File: config.mk
export PLATFORM = sky130hd
export DESIGN_NAME = mc_ctrl_fsm
export DESIGN_NICKNAME = d
export VERILOG_FILES = /design/src/rtl/mc_ctrl_fsm.sv
export SDC_FILE = /design/constraint.sdc
export NUM_CORES = 1
export LEC_CHECK = 0
export BUFFER_PORTS_ARGS = -buffer_cell sky130_fd_sc_hd__buf_2
export CAP_MARGIN = 20
export CORE_UTILIZATION = 38
export DETAILED_ROUTE_END_ITERATION = 7
export GPL_ROUTABILITY_DRIVEN = 0
export HOLD_SLACK_MARGIN = 0.08
export PLACE_DENSITY = 0.78
export SYNTH_ARGS = -nofsm -noshare
export SYNTH_HDL_FRONTEND = slang
export SYNTH_SLANG_ARGS = --single-unit
export TNS_END_PERCENT = 10
File: constraint.sdc
create_clock -name clk -period 1.5 [get_ports clk]
set_clock_uncertainty 0.05 [all_clocks]
set_input_delay 0.3 -clock clk [delete_from_list [all_inputs] [get_ports clk]]
set_output_delay 0.3 -clock clk [all_outputs]
set_load 0.05 [all_outputs]
File: src/rtl/mc_ctrl_fsm.sv
// Multi-cycle RV32I control sequencer sharing one memory port between fetch and load/store.
// Optional performance counters are enabled by defining MC_CTRL_PERF_CNT_EN.
module mc_ctrl_fsm #(
    parameter int unsigned MEM_TIMEOUT = 255
) (
    input  logic        clk,
    input  logic        rst,
    input  logic [31:0] instr,
    input  logic        br_less,
    input  logic        br_equal,
    input  logic        mem_ack,
    output logic        mem_req,
    output logic        mem_addr_sel,
    output logic        mem_wren,
    output logic        ir_wren,
    output logic        mdr_wren,
    output logic        pc_wren,
    output logic        pc_sel,
    output logic        br_un,
    output logic        rd_wren,
    output logic        opa_sel,
    output logic        opb_sel,
    output logic [3:0]  alu_op,
    output logic [1:0]  wb_sel,
    output logic        retire,
    output logic        trap,
    output logic [1:0]  trap_cause
`ifdef MC_CTRL_PERF_CNT_EN
    ,
    output logic [31:0] cycle_cnt,
    output logic [31:0] instret_cnt
`endif
);

    typedef enum logic [2:0] {
        S_FETCH  = 3'd0,
        S_DECODE = 3'd1,
        S_EXEC   = 3'd2,
        S_MEM    = 3'd3,
        S_WB     = 3'd4,
        S_TRAP   = 3'd5
    } state_t;

    localparam logic [7:0] TIMEOUT_W = MEM_TIMEOUT[7:0];

    state_t      state_q, state_d;
    logic [7:0]  wait_cnt_q, wait_cnt_d;
    logic        trap_q, trap_d;
    logic [1:0]  trap_cause_q, trap_cause_d;

    logic [6:0]  opcode;
    logic [2:0]  funct3;
    logic        is_op, is_opimm, is_load, is_store, is_branch;
    logic        is_lui, is_auipc, is_jal, is_jalr;
    logic        illegal;
    logic        br_taken;
    logic        mem_timeout;
    logic        unused_instr_bits;

    assign opcode = instr[6:0];
    assign funct3 = instr[14:12];
    assign unused_instr_bits = ^{instr[31], instr[29:15], instr[11:7]};

    always_comb begin
        is_op     = 1'b0;
        is_opimm  = 1'b0;
        is_load   = 1'b0;
        is_store  = 1'b0;
        is_branch = 1'b0;
        is_lui    = 1'b0;
        is_auipc  = 1'b0;
        is_jal    = 1'b0;
        is_jalr   = 1'b0;
        case (opcode)
            7'b0110011: is_op     = 1'b1;
            7'b0010011: is_opimm  = 1'b1;
            7'b0000011: is_load   = 1'b1;
            7'b0100011: is_store  = 1'b1;
            7'b1100011: is_branch = 1'b1;
            7'b0110111: is_lui    = 1'b1;
            7'b0010111: is_auipc  = 1'b1;
            7'b1101111: is_jal    = 1'b1;
            7'b1100111: is_jalr   = 1'b1;
            default: ;
        endcase
    end

    assign illegal = ~(is_op | is_opimm | is_load | is_store | is_branch |
                       is_lui | is_auipc | is_jal | is_jalr) |
                     (is_branch & (funct3 == 3'b010 | funct3 == 3'b011));

    always_comb begin
        br_taken = 1'b0;
        case (funct3)
            3'b000:         br_taken = br_equal;
            3'b001:         br_taken = ~br_equal;
            3'b100, 3'b110: br_taken = br_less;
            3'b101, 3'b111: br_taken = ~br_less;
            default:        br_taken = 1'b0;
        endcase
    end

    // Datapath selects follow the IR in every state; only the strobes are state-gated.
    always_comb begin
        alu_op = 4'b0000;
        if (is_op) begin
            alu_op = {instr[30], funct3};
        end else if (is_opimm) begin
            alu_op = {(funct3 == 3'b101) ? instr[30] : 1'b0, funct3};
        end
        opa_sel = is_auipc | is_jal | is_branch;
        opb_sel = ~is_op;
        br_un   = is_branch & instr[13];
        pc_sel  = is_branch ? br_taken : (is_jal | is_jalr);
        wb_sel  = (is_jal | is_jalr) ? 2'b10 : (is_load ? 2'b01 : 2'b00);
    end

    // An ack arriving in the deadline cycle still completes the access.
    assign mem_timeout = (wait_cnt_q == TIMEOUT_W) & ~mem_ack;

    always_comb begin
        state_d      = state_q;
        wait_cnt_d   = 8'd0;
        trap_d       = trap_q;
        trap_cause_d = trap_cause_q;
        mem_req      = 1'b0;
        mem_addr_sel = 1'b0;
        mem_wren     = 1'b0;
        ir_wren      = 1'b0;
        mdr_wren     = 1'b0;
        pc_wren      = 1'b0;
        rd_wren      = 1'b0;
        retire       = 1'b0;
        case (state_q)
            S_FETCH: begin
                mem_req = 1'b1;
                if (mem_ack) begin
                    ir_wren = 1'b1;
                    state_d = S_DECODE;
                end else if (mem_timeout) begin
                    state_d      = S_TRAP;
                    trap_d       = 1'b1;
                    trap_cause_d = 2'b10;
                end else begin
                    wait_cnt_d = wait_cnt_q + 8'd1;
                end
            end
            S_DECODE: begin
                if (illegal) begin
                    state_d      = S_TRAP;
                    trap_d       = 1'b1;
                    trap_cause_d = 2'b01;
                end else begin
                    state_d = S_EXEC;
                end
            end
            S_EXEC: begin
                if (is_load | is_store) begin
                    state_d = S_MEM;
                end else if (is_branch) begin
                    pc_wren = 1'b1;
                    retire  = 1'b1;
                    state_d = S_FETCH;
                end else begin
                    state_d = S_WB;
                end
            end
            S_MEM: begin
                mem_req      = 1'b1;
                mem_addr_sel = 1'b1;
                mem_wren     = is_store;
                if (mem_ack) begin
                    if (is_store) begin
                        pc_wren = 1'b1;
                        retire  = 1'b1;
                        state_d = S_FETCH;
                    end else begin
                        mdr_wren = 1'b1;
                        state_d  = S_WB;
                    end
                end else if (mem_timeout) begin
                    state_d      = S_TRAP;
                    trap_d       = 1'b1;
                    trap_cause_d = 2'b10;
                end else begin
                    wait_cnt_d = wait_cnt_q + 8'd1;
                end
            end
            S_WB: begin
                rd_wren = 1'b1;
                pc_wren = 1'b1;
                retire  = 1'b1;
                state_d = S_FETCH;
            end
            S_TRAP: ;
            default: state_d = S_FETCH;
        endcase
        // Strobes must never escape while reset is held, even mid-access.
        if (rst) begin
            mem_req  = 1'b0;
            mem_wren = 1'b0;
            ir_wren  = 1'b0;
            mdr_wren = 1'b0;
            pc_wren  = 1'b0;
            rd_wren  = 1'b0;
            retire   = 1'b0;
        end
    end

    always_ff @(posedge clk) begin
        if (rst) begin
            state_q      <= S_FETCH;
            wait_cnt_q   <= 8'd0;
            trap_q       <= 1'b0;
            trap_cause_q <= 2'b00;
        end else begin
            state_q      <= state_d;
            wait_cnt_q   <= wait_cnt_d;
            trap_q       <= trap_d;
            trap_cause_q <= trap_cause_d;
        end
    end

    assign trap       = trap_q;
    assign trap_cause = trap_cause_q;

`ifdef MC_CTRL_PERF_CNT_EN
    logic [31:0] cycle_cnt_q, cycle_cnt_d;
    logic [31:0] instret_cnt_q, instret_cnt_d;

    always_comb begin
        cycle_cnt_d   = (state_q != S_TRAP) ? cycle_cnt_q + 32'd1 : cycle_cnt_q;
        instret_cnt_d = retire ? instret_cnt_q + 32'd1 : instret_cnt_q;
    end

    always_ff @(posedge clk) begin
        if (rst) begin
            cycle_cnt_q   <= 32'd0;
            instret_cnt_q <= 32'd0;
        end else begin
            cycle_cnt_q   <= cycle_cnt_d;
            instret_cnt_q <= instret_cnt_d;
        end
    end

    assign cycle_cnt   = cycle_cnt_q;
    assign instret_cnt = instret_cnt_q;
`endif

endmodule

# Yosys cells after proc, flatten, opt, wreduce, memory -nomap -nowiden

Cells that the tools add are included.

Register bits: 14
Latch bits: 0
Memory bits (writable): 0
Memory bits (read-only): 0
Input port bits: 37
Output and inout port bits: 21
Word-level logic and storage cells: 113
Memories: 0

Add/sub/neg operators: 1
Multiply operators: 0
Divide/modulo/power cells: 0
$lt $le $gt $ge: 0
Equality and inequality tests: 25
Shift-type cells: 0
Muxes and demuxes: 52
Bitwise gates (word level): 23
Reduce and logical (&&, ||, !) cells: 8

Operator list:

| operator              | number |
|---|---|
| $mux W1               | 34 |
| $eq A7 B6 Y1 const B  | 3 |
| $eq A7 B7 Y1 const B  | 3 |
| $mux W3               | 7 |
| $eq A3 B3 Y1 const B  | 6 |
| $pmux W3 S5           | 1 |
| $eq A7 B5 Y1 const B  | 2 |
| $or A1 B1 Y1          | 14 |
| $eq A3 B2 Y1 const B  | 4 |
| $add A8 B1 Y8 const B | 1 |
| $eq A8 B8 Y1 const B  | 1 |
| $mux W2               | 4 |
| $mux W4               | 2 |
| $eq A7 B2 Y1 const B  | 1 |
| $eq A3 B1 Y1 const B  | 2 |
| $logic_not A3 Y1      | 2 |
| $not A1 Y1            | 6 |
| $reduce_or A2 Y1      | 3 |
| $ne A2 B2 Y1 const B  | 2 |
| $pmux W1 S4           | 1 |
| $pmux W2 S2           | 1 |
| $reduce_and A4 Y1     | 1 |
| $reduce_or A4 Y1      | 1 |
| $and A1 B1 Y1         | 3 |
| other kinds (4)       | 4 |

# Depth between registers and ports, before layout

Gate-level depths: netlist of run 1.

Depth after elaboration: 14
Mapped depth: 6
Gate-level depth less buffers: 5

# Least setup slack after synthesis of run 1

OpenSTA, ideal clock, no wires.

Path type: input port to output port
From: input port rst
To: output port ir_wren
Arrival time: 2.430 ns
Required time: 1.150 ns
Path slack: -1.280 ns
Cell stages on the path: 3
Path buffers: 1
Cell sequence: clkbuf_1 or2_2 nor4b_1

Longest elaborated chain between the ends: 1

Ends and longest elaborated chain:

| element     | RTL line | RTL |
|---|---|---|
| from (decl) | 7        | `input logic rst,` |
| $mux W1     | 199      | `if (rst) begin` |
| to (decl)   | 15       | `output logic ir_wren,` |

No other way between the ends.

# Worst setup path after layout of run 1

From: register state_q[1]
To: output port retire

Longest elaborated chain between the ends: 3
Elaborated cells between the ends (all ways): 5
Those cells by class: eq/ne (3); mux (2)

Ends and longest elaborated chain:

| element                                             | RTL line | RTL |
|---|---|---|
| from (decl)                                         | 46       | `state_t state_q, state_d;` |
| from (signal assigned)                              | 217      | `state_q <= state_d;` |
| $eq A3 B3 Y1 / $eq A3 B2 Y1 (equally long branches) | 134      | `case (state_q)` |
| $pmux W1 S3 (*)                                     | 134      |  |
| $mux W1 (*)                                         | 199      |  |
| to (decl)                                           | 25       | `output logic retire,` |

Every way passes the cells marked *; elsewhere a longest branch is shown, timed or not.

==> results of run 1 <==
[timing repair]
action / CTS / global route
hold endpoints to repair: 0 / 0
resized for setup: 59 / 11
pin swaps: 12 / 3
buffers inserted: 2 / 0
endpoints found under the setup margin: 31 / 32
[report_power, final]
part	switching [mW]	internal (mW)
clock network	0.129	0.148
logic	0.219	0.166
registers	0.0135	0.389
[worst max-delay path: cells and delay by family, from the launching register on]
kind                   cells  cell delay (ps)
buffers and inverters      1              170
and+or+nand+nor            2              290
AOI/OAI and AO/OA          2              320
DFF                        1              390
[layer usage]
| metal | vias up | GRT usage | wire length, um |
|---|---|---|---|
| li1 | 598 | - | - |
| met1 | 584 | 0.282 | 1280 |
| met4 | 0 | 0.0702 | 55 |
| met2 | 60 | 0.464 | 1750 |
| met5 | - | 0 | 0 |
| met3 | 8 | 0.0638 | 228 |
[final cells by class]
class	count	share of cell area
flip-flops and latches	14	0.161
well taps	28	0.0196
repair buffers	75	0.354
clock buffers	4	0.0203
multi-input cells	97	0.431
inverters	7	0.0147
[metrics by stage]
| step | setup TNS [ps] | util | hold slack (ps) | std cells | worst slack, ps |
|---|---|---|---|---|---|
| 3_3_place_gp | -4370 | 0.643 | 392 | 219 | -354 |
| 2_1_floorplan | -5800 | - | 380 | 124 | -507 |
| 3_5_place_dp | -4890 | 0.643 | 417 | 219 | -344 |
| 4_1_cts | -3360 | 0.752 | 308 | 225 | -284 |
| 6_report | -3570 | 0.773 | 308 | 225 | -307 |
| 5_1_grt | -5290 | 0.773 | 317 | 225 | -363 |
[synthesized netlist by cell type, types with 3 or more instances]
cell type and number:
xor2_1 3, nand3_1 5, nand2_1 11, nor2_1 15, and2_1 4, a21oi_1 4
xnor2_1 5, nor3_1 5, and3_1 4, a31oi_1 5, dfxtp_1 14, inv_1 7
[worst paths after layout]
| path | startpoint | to | slack (ps) | cells past startpoint |
|---|---|---|---|---|
| max | state_q[1]$_SDFFE_PP0P_ | retire | -310 | 5 |
| min | rst | state_q[2]$_SDFFE_PP0P_ | 310 | 3 |
| max reg2reg | wait_cnt_q[0]$_SDFF_PP0_ | wait_cnt_q[2]$_SDFF_PP0_ | -170 | 5 |
| min reg2reg | trap_cause[0]$_SDFFE_PP0P_ | trap_cause[0]$_SDFFE_PP0P_ | 420 | 2 |
[logic make-up after synthesis]
kind of cell | Yosys count | synth area share
buffers and inverters | 13 | 0.0578
adder cells (fa/ha/maj) | 2 | 0.0231
XOR/XNOR | 8 | 0.0720
AO/OA/AOI/OAI | 21 | 0.162
AND/OR/NAND/NOR | 66 | 0.397
flip-flops | 14 | 0.288
[flip-flops by register name, summed over array words and instances (netlist names)]
| name | count |
|---|---|
| trap | 1 |
| trap_cause | 2 |
| wait_cnt_q | 8 |
| state_q | 3 |
==> qor.yml, run 1 <==
outcome: "finished, violations left"
violations: "negative setup slack"
clk_pin_slew_ps: 90
final_area_um2: 1790
die-area_um2: 2770
hold_buffers: 0
worstPathRequired_ps: 1150
final_max_slew_viol_count: 0
io_pins: 58
layout_commonest_cell: "buf_4"
drc: 0
clk_latency_ps: 280
portBuffers: 36
cp_max_fo: 5
first_iter_violations: 48
drtAntennaViolNets: 0
yosysTopAreaCell: "dfxtp_1"
end_kind: "output port"
grt_max_degree: 9
async_flop_share: 0
routedWlPerCell_um: 14.7
overflow: 0
worstSetupPathType: "reg2out"
worstMarginPinSlew_ps: 415
setup_viol: 28
netlist.area_leader.share: 0.288
num_antenna_cells: 0
syn_to_final_growth_pct: 84.1
core-area_um2: 2320
max_slew_margin: 0.719
rsz0062_at_grt: "true"
min_path_type: "in2reg"
htree_levels: 1
syn_avg_cell_area_um2: 7.85
layout-drive-gt1-share: 0.569
slowest_stage: "dfxtp_2"
start_kind: "register"
synth_edf_count: 0
antenna_found_initial: 0
via_per_inst: 5.56
grt_pass1_wl_um: 5160
start_util: 0.420
mostFrequentLayoutCells: "buf_4, buf_6, buf_2"
cts_max_path_buffers: 2
dpl.hpwl_um: 2340
worst_slack_ps: -307
multi_input_area_um2: 772
peakVddDrop_mv: 0.571
place_area_um2: 1490
power.leakage_nw: 0.808
crit_chain: "nor2b_2, a31oi_1, o22a_1, nor2_4, buf_6"
cts_tree: "done"
ys_warn_count: 0
cts_sinks: 14
root_buffer: "clkbuf_4"
regArea_um2: 288
worstPathArrival_ps: 1460
ys_seq_area_frac: 0.288
synth_fp_nets: 162
synth.distinct_cells: 47
maxCapViolations: 0
layout_worst_path_cycle_share: 1.20
final_nets: 236
pwr_density_cell_nw_per_um2: 594
synthCells: 124
grt_pass1_vias: 1197
fillers: 154
synthesis.area_um2: 973
total_power_mw: 1.06
rows: 17
die_y_um: 52.6
synth_seq_cells: 14
fmax_mhz: 553
hold_viol: 0
synthFlopType: "dfxtp_1"
grt_usage: 0.253
die_w_um: 52.6
cts_buffers: 3
min_period_ps: 1810
wl_um: 3310
critPathMaxStageDelay_ps: 390
first_pass_iters: 4
num_vias: 1250
yosys-top-cells-area: "dfxtp_1, nor2_1, xnor2_1"
Power figures use the tool's default switching activity.
==> run 2, diff against run 1 <==
CORE_MARGIN = 10   (was unset)
==> run 2 against run 1 <==
Effect of this change:
- the run still ends with negative setup slack left
- wire length rose by 15%
- sequential share of layout area rose by 0.056 points
- register-to-register slack improved by 100 ps
- cell count rose by 0.44%
- die area rose by 80%
- sequential power barely moved
- non-clock buffer count did not move
- worst setup slack got worse by 16 ps
- via count fell by 0.64%
- final area fell by 0.35%
- first-iteration DRC count fell by 8.3%
- combinational power barely moved
==> qor.yml, run 2 (synthesis gave the netlist of run 1 again) <==
mostFrequentLayoutCells: "buf_4, buf_6, buf_2"
setup_tns_ps: -2850  # +729 ps
peakVddDrop_mv: 0.491  # -14%
outcome: "finished, violations left"
die-area_um2: 4990  # +80%
start_util: 0.397  # -0.0233
syn_to_final_growth_pct: 83.4
min_from: "rst"
largest_reg_flops: 8  # unchanged
grt_pass1_wl_um: 5940  # +15%
cts_buffers: 3  # unchanged
portBuffers: 36  # unchanged
r2r_end: "state_q[0]$_SDFFE_PP0P_"
worstPathArrival_ps: 1470  # about the same
num_antenna_cells: 0  # unchanged
grt_usage: 0.138  # -0.114
layout-drive-gt1-share: 0.587  # +0.0182
hold_viol: 0  # unchanged
cts_max_path_buffers: 2  # unchanged
final_max_slew_viol_count: 0  # unchanged
num_vias: 1242  # -0.64%
min_period_ps: 1820  # +15.7 ps
rr_worst_depth: 5  # unchanged
power.leakage_nw: 0.795  # -1.6%
worstSetupPathType: "reg2out"
first_iter_violations: 44  # -8.3%
final_util: 0.727  # -0.0455
grt_max_degree: 9  # unchanged
min_path_type: "in2reg"
maxCapViolations: 0  # unchanged
io_pins: 58  # unchanged
htree_levels: 1  # unchanged
worstMarginPinSlew_ps: 355  # -60.2 ps
dpl.hpwl_um: 2750  # +18%
antenna_found_initial: 0  # unchanged
cp_max_fo: 6  # +1
drtAntennaViolNets: 0  # unchanged
violations: "negative setup slack"
setup_viol: 18  # -36%
whs_endpoint: "state_q[2]$_SDFFE_PP0P_"
die_y_um: 70.6  # +34%
drc: 0  # unchanged
fillers: 174  # +13%
fin_cells: 226  # +0.44%
clk_pin_slew_ps: 80  # about the same
fmax_mhz: 549  # -0.86%
regMostFlops: "wait_cnt_q"
max_slew_margin: 0.761  # +0.0417
start_kind: "register"
root_buffer: "clkbuf_4"
regArea_um2: 288  # unchanged
grt_pass1_vias: 1284  # +7.3%
routedWlPerCell_um: 16.8  # +14%
r2r_slack_ps: -70  # +100 ps
total_power_mw: 1.00  # -6.1%
hold_buffers: 0  # unchanged
whs_path_depth: 3  # unchanged
pwr_density_cell_nw_per_um2: 560  # -5.8%
cts_sinks: 14  # unchanged
worst_slack_ps: -323  # -15.7 ps
overflow: 0  # unchanged
final_nets: 236  # unchanged
end_kind: "output port"
layout_worst_path_cycle_share: 1.22  # +0.0104
worstPathRequired_ps: 1150  # about the same
rsz0062_at_grt: "true"
via_per_inst: 5.50  # -1.1%
wl_um: 3800  # +15%
placed_cells: 222  # +1.4%
layout_commonest_cell: "buf_4"
core-area_um2: 2450  # +5.9%
reg2reg_from: "wait_cnt_q[0]$_SDFF_PP0_"
multi_input_area_um2: 778  # +0.81%
rows: 18  # +1
clk_latency_ps: 280  # about the same
first_pass_iters: 5  # +1
die_w_um: 70.6  # +34%
cts_tree: "done"
fin_hold_ws_ps: 305  # -3.10 ps
-- run 2: cell types whose count changed in the layout (fill, tap and decap cells not counted), sizes merged --
cell and change:
buf -1
-- run 2: metal layers --
layer  share of wire  wire length (um)  GRT usage
met5               0                 0          0
met4           0.028               108     0.0430
met3           0.074               283     0.0446
met2            0.52              1960      0.250
met1            0.38              1450      0.150
-- run 2: cell type report --
type,count,area share
Multi-Input combinational cell,97,0.436
Timing Repair Buffer,75,0.355
Sequential cell,14,0.161
Tap cell,30,0.0210
Inverter,7,0.0147
Clock buffer,3,0.0126
-- run 2: critical path: stages, from the launching register on --
cell	delay (ps)
dfxtp_4	370
and3b_2	260
nand2_2	50
o22a_1	220
nor2_4	130
buf_8	160
-- run 2: what timing repair did --
item / CTS / global route
buffers inserted: 0 / 1
setup endpoints to repair: 31 / 24
pin swaps: 5 / 4
resized for setup: 52 / 20
-- run 2: metrics by stage --
stage	instance area, um^2	setup WS (ps)
final	1790	-323
after global routing	1790	-376
after CTS	1700	-315
after detailed placement	1500	-362
after global placement	1500	-366
after floorplan	1050	-507
-- run 2: worst max path at each step --
| stage | startpoint | end | slack [ps] |
|---|---|---|---|
| detailed placement | instr[2] | retire | -360 |
| global placement | instr[2] | pc_wren | -370 |
| CTS | state_q[2]$_SDFFE_PP0P_ | pc_wren | -320 |
| floorplan | state_q[2]$_SDFFE_PP0P_ | retire | -510 |
| global route | state_q[2]$_SDFFE_PP0P_ | pc_wren | -380 |
| finish | state_q[2]$_SDFFE_PP0P_ | pc_wren | -320 |
-- run 2: power breakdown --
part           internal [mW]  total, mW  switching (mW)
registers              0.389      0.403          0.0143
logic                  0.165      0.386           0.220
clock network         0.0930      0.210           0.117
==> run 3, diff against run 2 <==
SETUP_SLACK_MARGIN = 0.2   (was unset)
==> run 3 against run 2 <==
Effect of this change:
- the run still ends with negative setup slack left
- combinational power increased by 3%
- non-clock buffer count down 2
- clock power increased by 37%
- worst setup slack lost 28 ps
- highest routed layer unchanged
- critical path type unchanged
- largest power group unchanged
- worst hold slack worse by 24 ps
==> qor.yml, run 3 (synthesis gave the netlist of run 1 again) <==
maxCapViolations: 0  # unchanged
cts_setup_buffers: 0  # unchanged
io_pins: 58  # unchanged
worstPathArrival_ps: 1500  # +30 ps
drtAntennaViolNets: 0  # unchanged
total_power_mw: 1.09  # +9.3%
critPathMaxStageDelay_ps: 380  # about the same
core-area_um2: 2450  # unchanged
layout-drive-gt1-share: 0.564  # -0.0226
rows: 18  # unchanged
wl_um: 3880  # +2.0%
layout_worst_path_cycle_share: 1.23  # +0.0183
htree_levels: 1  # unchanged
slowest_stage: "dfxtp_4"
highest_layer: "met4"
antenna_found_initial: 0  # unchanged
root_buffer: "clkbuf_4"
p_clk_frac: 0.262  # +0.052
clk_latency_ps: 300  # +20 ps
worstMarginPinSlew_ps: 320  # -35.2 ps
rsz0062_at_grt: "true"
die_w_um: 70.6  # unchanged
syn_to_final_growth_pct: 86.6
violations: "negative setup slack"
cts_max_path_buffers: 2  # unchanged
num_antenna_cells: 0  # unchanged
grt_pass1_wl_um: 5950  # +0.24%
start_kind: "register"
cts_tree: "done"
via_per_inst: 5.63  # +2.4%
portBuffers: 36  # unchanged
worstPathRequired_ps: 1150  # about the same
worst_slack_ps: -350  # -27.5 ps
pwr_density_cell_nw_per_um2: 602  # +7.5%
critPathBufInv: 1  # unchanged
sw_frac_of_total: 0.348  # -0.00394
crit_chain: "and3b_2, nand2_1, o22a_1, nor2_4, buf_8"
fillers: 161  # -7.5%
final_util: 0.740  # +0.0127
first_pass_iters: 4  # -1
overflow: 0  # unchanged
drc: 0  # unchanged
end_kind: "output port"
cts_sinks: 14  # unchanged
outcome: "finished, violations left"
wl_met3_um: 273  # -3.5%
crit_family: "simple AND/OR/NAND/NOR gates"
p_comb_frac: 0.365  # -0.021
grt_pass1_vias: 1323  # +3.0%
mostFrequentLayoutCells: "buf_4, buf_2, buf_6"
clk_pin_slew_ps: 90  # about the same
layout_commonest_cell: "buf_4"
met1_length_um: 1480  # +1.9%
hold_buffers: 0  # unchanged
cp_max_fo: 8  # +2
power.share.sequential: 0.373  # -0.031
grt_max_degree: 9  # unchanged
power.leakage_nw: 0.812  # +2.1%
max_slew_margin: 0.785  # +0.0236
dpl.hpwl_um: 2720  # -1.2%
min_path_type: "in2reg"
internal_power_mw: 0.712  # +10%
die_y_um: 70.6  # unchanged
final_max_slew_viol_count: 0  # unchanged
die-area_um2: 4990  # unchanged
wl_met2_um: 2000  # +2.0%
fmax_mhz: 540  # -1.5%
grt_usage: 0.141  # +0.00263
hold_viol: 0  # unchanged
first_iter_violations: 93  # +110%
routedWlPerCell_um: 17.2  # +2.5%
num_vias: 1266  # +1.9%
largest_reg_flops: 8  # unchanged
min_period_ps: 1850  # +27.5 ps
worstSetupPathType: "reg2out"
setup_viol: 18  # unchanged
p_sw_mw: 0.381  # +8.1%
final_nets: 234  # -0.85%
peakVddDrop_mv: 0.528  # +7.6%
start_util: 0.397  # unchanged
cts_buffers: 3  # unchanged
regMostFlops: "wait_cnt_q"
run 3: cell count changes in the layout (fill, tap and decap cells not counted), moves of 2 or more:
cell,previous run,this run
nand2_2,3,1
nand2_1,8,10
buf_6,16,13
buf_4,38,40
run 3: area by class of cell:
type / count / area (um^2) / share of cell area
repair buffers: 73 / 617 / 0.340
flip-flops and latches: 14 / 288 / 0.158
multi-input cells: 97 / 812 / 0.447
well taps: 30 / 37.5 / 0.0207
clock buffers: 4 / 36.3 / 0.0200
inverters: 7 / 26.3 / 0.0145
run 3: repair_timing:
item / CTS / global route
cloned: 0 / 0
resized for setup: 50 / 24
setup endpoints to repair: 32 / 33
endpoints found under the hold margin: 0 / 0
pin swaps: 10 / 4
run 3: power by group through the flow:
stage	Combinational (mW)	Clock [mW]	Sequential, mW
after detailed placement	0.325	0	0.410
final	0.399	0.287	0.408
after global placement	0.314	0	0.409
after floorplan	0.178	0	0.429
after CTS	0.358	0.290	0.404
after global routing	0.424	0.299	0.411
run 3: final timing paths:
path | from | endpoint | slack, ps | cells after the start
worst max-delay path | state_q[2]$_SDFFE_PP0P_ | retire | -350 | 5
worst max register to register | wait_cnt_q[0]$_SDFF_PP0_ | trap$_SDFFE_PP0P_ | -50 | 5
worst min register to register | trap$_SDFFE_PP0P_ | trap$_SDFFE_PP0P_ | 450 | 2
worst min-delay path | rst | state_q[2]$_SDFFE_PP0P_ | 280 | 3
run 3: per-layer routing:
layer | global-route usage | vias up
li1 | - | 594
met1 | 0.146 | 607
met2 | 0.248 | 52
met3 | 0.0474 | 13
met4 | 0.0731 | 0
met5 | 0 | -
run 3: worst min-delay path, delay by kind of cell:
kind | cells | cell delay (ps)
buffers and inverters | 2 | 240
AOI/OAI and AO/OA | 1 | 50
run 3: per-stage QoR:
| step | area [um^2] | setup WS, ps | hold WS, ps | setup TNS (ps) | instances |
|---|---|---|---|---|---|
| CTS | 1710 | -318 | 281 | -2360 | 225 |
| global route | 1820 | -405 | 302 | -3850 | 225 |
| floorplan | 1060 | -507 | 380 | -5750 | 124 |
| global placement | 1500 | -311 | 392 | -4170 | 221 |
| detailed placement | 1500 | -357 | 422 | -5070 | 221 |
| finish | 1820 | -350 | 280 | -2640 | 225 |
